**config.mk**
```make
export PLATFORM = sky130hd
export DESIGN_NAME = alu_operand_stage
export DESIGN_NICKNAME = d
export VERILOG_FILES = /design/src/rtl/alu_operand_stage.sv
export SDC_FILE = /design/constraint.sdc
export NUM_CORES = 1
export LEC_CHECK = 0
export CORE_MARGIN = 8
export CORE_UTILIZATION = 35
export CTS_CLUSTER_DIAMETER = 100
export CTS_CLUSTER_SIZE = 40
export DETAILED_ROUTE_END_ITERATION = 8
export HOLD_SLACK_MARGIN = 0.03
export PLACE_DENSITY_LB_ADDON = 0.3
export SLEW_MARGIN = 25
export SYNTH_ARGS = -nofsm -noshare
export SYNTH_HDL_FRONTEND = slang
export SYNTH_SLANG_ARGS = --single-unit
```
**constraint.sdc**
```tcl
create_clock -name clk -period 4.5 [get_ports clk]
set_clock_uncertainty 0.05 [all_clocks]
set_input_delay 0.9 -clock clk [delete_from_list [all_inputs] [get_ports clk]]
set_output_delay 0.9 -clock clk [all_outputs]
set_load 0.02 [all_outputs]
```
**src/rtl/alu_operand_stage.sv**
```systemverilog
// rtl/alu_operand_stage.sv - ID/EX operand stage feeding the ALU; forwarding enabled by ALU_OPERAND_FORWARD_EN
module alu_operand_stage #(
    parameter int XLEN    = 32,
    parameter int ALUOP_W = 4,
    parameter int RADDR_W = 5
) (
    input  logic               clk,
    input  logic               rst,
    input  logic               in_valid,
    output logic               in_ready,
    input  logic [XLEN-1:0]    rs1_data,
    input  logic [XLEN-1:0]    rs2_data,
    input  logic [RADDR_W-1:0] rs1_addr,
    input  logic [RADDR_W-1:0] rs2_addr,
    input  logic [XLEN-1:0]    pc,
    input  logic [XLEN-1:0]    imm,
    input  logic               alua_src,
    input  logic               alub_src,
    input  logic [ALUOP_W-1:0] alu_op_in,
    input  logic [RADDR_W-1:0] rd_in,
    input  logic               flush,
    input  logic               exm_wen,
    input  logic [RADDR_W-1:0] exm_rd,
    input  logic [XLEN-1:0]    exm_data,
    input  logic               wb_wen,
    input  logic [RADDR_W-1:0] wb_rd,
    input  logic [XLEN-1:0]    wb_data,
    output logic               out_valid,
    input  logic               out_ready,
    output logic [XLEN-1:0]    A,
    output logic [XLEN-1:0]    B,
    output logic [ALUOP_W-1:0] AluOp,
    output logic [RADDR_W-1:0] rd_out,
    output logic [XLEN-1:0]    store_data
);

    logic [XLEN-1:0] fwd_rs1;
    logic [XLEN-1:0] fwd_rs2;
    logic            accept;

    // A flush blocks acceptance so the killed slot cannot be refilled in the same cycle
    assign in_ready = (!out_valid || out_ready) && !flush;
    assign accept   = in_valid && in_ready;

`ifdef ALU_OPERAND_FORWARD_EN
    // Resolve hazards: the younger EX/MEM result beats MEM/WB; x0 always reads the register file
    always_comb begin
        fwd_rs1 = rs1_data;
        fwd_rs2 = rs2_data;
        if (exm_wen && (exm_rd != '0) && (exm_rd == rs1_addr)) begin
            fwd_rs1 = exm_data;
        end else if (wb_wen && (wb_rd != '0) && (wb_rd == rs1_addr)) begin
            fwd_rs1 = wb_data;
        end
        if (exm_wen && (exm_rd != '0) && (exm_rd == rs2_addr)) begin
            fwd_rs2 = exm_data;
        end else if (wb_wen && (wb_rd != '0) && (wb_rd == rs2_addr)) begin
            fwd_rs2 = wb_data;
        end
    end
`else
    logic unused_fwd_inputs;
    assign unused_fwd_inputs = ^{exm_wen, exm_rd, exm_data, wb_wen, wb_rd, wb_data,
                                 rs1_addr, rs2_addr};

    // Without forwarding the register file values are used as-is
    always_comb begin
        fwd_rs1 = rs1_data;
        fwd_rs2 = rs2_data;
    end
`endif

    // Pipeline register: reset clears, flush kills, accept loads, a drained slot keeps stale data
    always_ff @(posedge clk or posedge rst) begin
        if (rst) begin
            out_valid  <= 1'b0;
            A          <= '0;
            B          <= '0;
            AluOp      <= '0;
            rd_out     <= '0;
            store_data <= '0;
        end else if (flush) begin
            out_valid  <= 1'b0;
        end else if (accept) begin
            out_valid  <= 1'b1;
            A          <= alua_src ? pc  : fwd_rs1;
            B          <= alub_src ? imm : fwd_rs2;
            AluOp      <= alu_op_in;
            rd_out     <= rd_in;
            store_data <= fwd_rs2;
        end else if (out_ready) begin
            out_valid  <= 1'b0;
        end
    end

endmodule

```
==> flow_summary.toml <==
[drt]
via_count = 3394
drt-wirelength-per-cell_um = 18.8
drt_iter0_drc = 104
drc = 0
via_per_inst = 4.67
ant_nets = 0
first_pass_iters = 4
wl_mm = 13.7

[place]
place_congestion = 0.756
place_area_mm2 = 0.00736
dp_cells = 712
dp_hpwl_mm = 10.6
portBuffers = 250
pre_cts_slack_ns = 1.40

[finish]
final_util_pct = 57.8
final_cell_mix = "249 x clkdlybuf4s50_1, 162 x mux2_2, 106 x dfrtp_1"
nets = 777
final_cells = 727
final_common_cell = "clkdlybuf4s50_1"
area_growth_pct = 61.5
diodes = 0
drive_above_1_share_pct = 33.4
stdcell_area_mm2 = 0.00763

[yosys]
ys_types = 11
synth_area_per_cell_um2 = 15.7
syn_inst = 300
syn_area_mm2 = 0.00472
yosysSeqAreaShare_pct = 56.1
synth_nets = 530
ys_warn_count = 0
ys_ff_latch = 106

[grt]
grt-ovfl-total = 0
first_global_vias = 3830
grt_first_pass_wirelength_mm = 21.8
grt_max_degree = 60
antenna_found_initial = 0
grt_use_total_pct = 15.8

[timing]
fin_ws_ns = 1.41
fmax_mhz = 323
setup_viol = 0
slew_headroom_pct = 42.5
worst_hold_slack_ns = 0.442
hold_viol = 0
timing.final.crit_share_pct = 68.8
final_max_slew_viol_count = 0
worst_pin_slew_ns = 0.862
fin_crit_ns = 3.09
setup_tns_ns = 0
rsz0062_at_grt = "false"

[die]
die_h_um = 132
design.portCount = 337
start_util_pct = 35.8
core_area_mm2 = 0.0132
rows = 42
die_width_um = 132
die_area_mm2 = 0.0175

[clock_network]
ctsResizeCount = 0
root_buffer = "clkbuf_16"
clock-sinks = 106
clk_latency_ns = 0.34
cts_made_buffers = 9
clockBufferDepth = 2
cts_tree = "yes"
hold_buffers = 0
path_clk_slew_ns = 0.07
cts_setup_buffers = 0
htreeDepth = 3

[worst_hold_path]
hold_path.class = "reg -> reg"

[pwr]
ir_drop_mv = 0.218
p_per_area_mw_per_mm2 = 391
total_power_mw = 2.98
total_leakage_power_nw = 3.05

[worst_setup_path]
worstPathRequired_ns = 3.55
start_kind = "input pin"
crit_fanout = 3
arrival_ns = 2.14
end_kind = "output pin"
critPathKind = "in -> out"

[run]
cap_violations = 0

[outcome]
outcome = "finished, final reports clean"
logic make-up (layout without fill, tap and decap cells):
| kind of cell | Yosys count | in the layout | synth area share, % |
|---|---|---|---|
| buffers and inverters | 20 | 271 | 2.75 |
| DFF | 106 | 106 | 56.1 |
| muxes | 169 | 169 | 40.3 |
| and+or+nand+nor | 5 | 5 | 0.821 |
worst max-delay path, cell delays in order:
cell             delay, ns
clkdlybuf4s50_1       0.48
nor2b_2               0.07
nor2_1                0.09
clkdlybuf4s50_1       0.62
cells in the mapped netlist:
cell      number  area [um2]
buf_2         11        55.1
buf_4          1        7.51
buf_6          5        56.3
clkbuf_1       2        7.51
dfrtp_1      106        2650
inv_1          1        3.75
mux2_1         7        78.8
mux2_2       162        1820
nor2_1         3        11.3
nor2b_2        1        8.76
nor3b_4        1        18.8
report_power, final:
group	internal [mW]	total [mW]	leakage [nW]	switching [mW]
logic	0.583	1.03	1.67	0.450
clock network	0.402	0.732	0.132	0.330
registers	1.13	1.22	1.25	0.0886
total	2.11	2.98	3.04	0.868
sequential cells by signal, summed over array words and instances (netlist names):
name	count
A	32
AluOp	4
B	32
out_valid	1
rd_out	5
store_data	32
per-layer routing:
layer / up-vias / routed length (um) / GRT usage [%]
met3: 13 / 1010 / 5.30
met4: 0 / 230 / 6.18
met5: - / 0 / 0
met2: 146 / 6860 / 26.9
li1: 1575 / - / -
met1: 1660 / 5580 / 17.9
worst paths after layout:
path	from	end	cells past startpoint	slack, ns
setup / recovery	out_ready	in_ready	4	1.41
hold / removal	AluOp[0]$_DFFE_PP0P_	AluOp[0]$_DFFE_PP0P_	1	0.44
setup reg to reg	out_valid$_DFFE_PP0P_	store_data[27]$_DFFE_PP0P_	4	2.50
hold reg to reg	AluOp[0]$_DFFE_PP0P_	AluOp[0]$_DFFE_PP0P_	1	0.44
max in group asynchronous	rst	B[8]$_DFFE_PP0P_	3	2.61
min in group asynchronous	rst	store_data[26]$_DFFE_PP0P_	2	0.92
cell type report:
| type | count | area, um2 |
|---|---|---|
| fill | 1068 | 5560 |
| inverter | 1 | 6.26 |
| clock inverter | 2 | 12.5 |
| timing repair buffer | 255 | 2530 |
| clock buffer | 13 | 260 |
| tap | 176 | 220 |
| sequential | 106 | 2650 |
| multi-input combinational | 174 | 1940 |
Power figures use the tool's default switching activity.
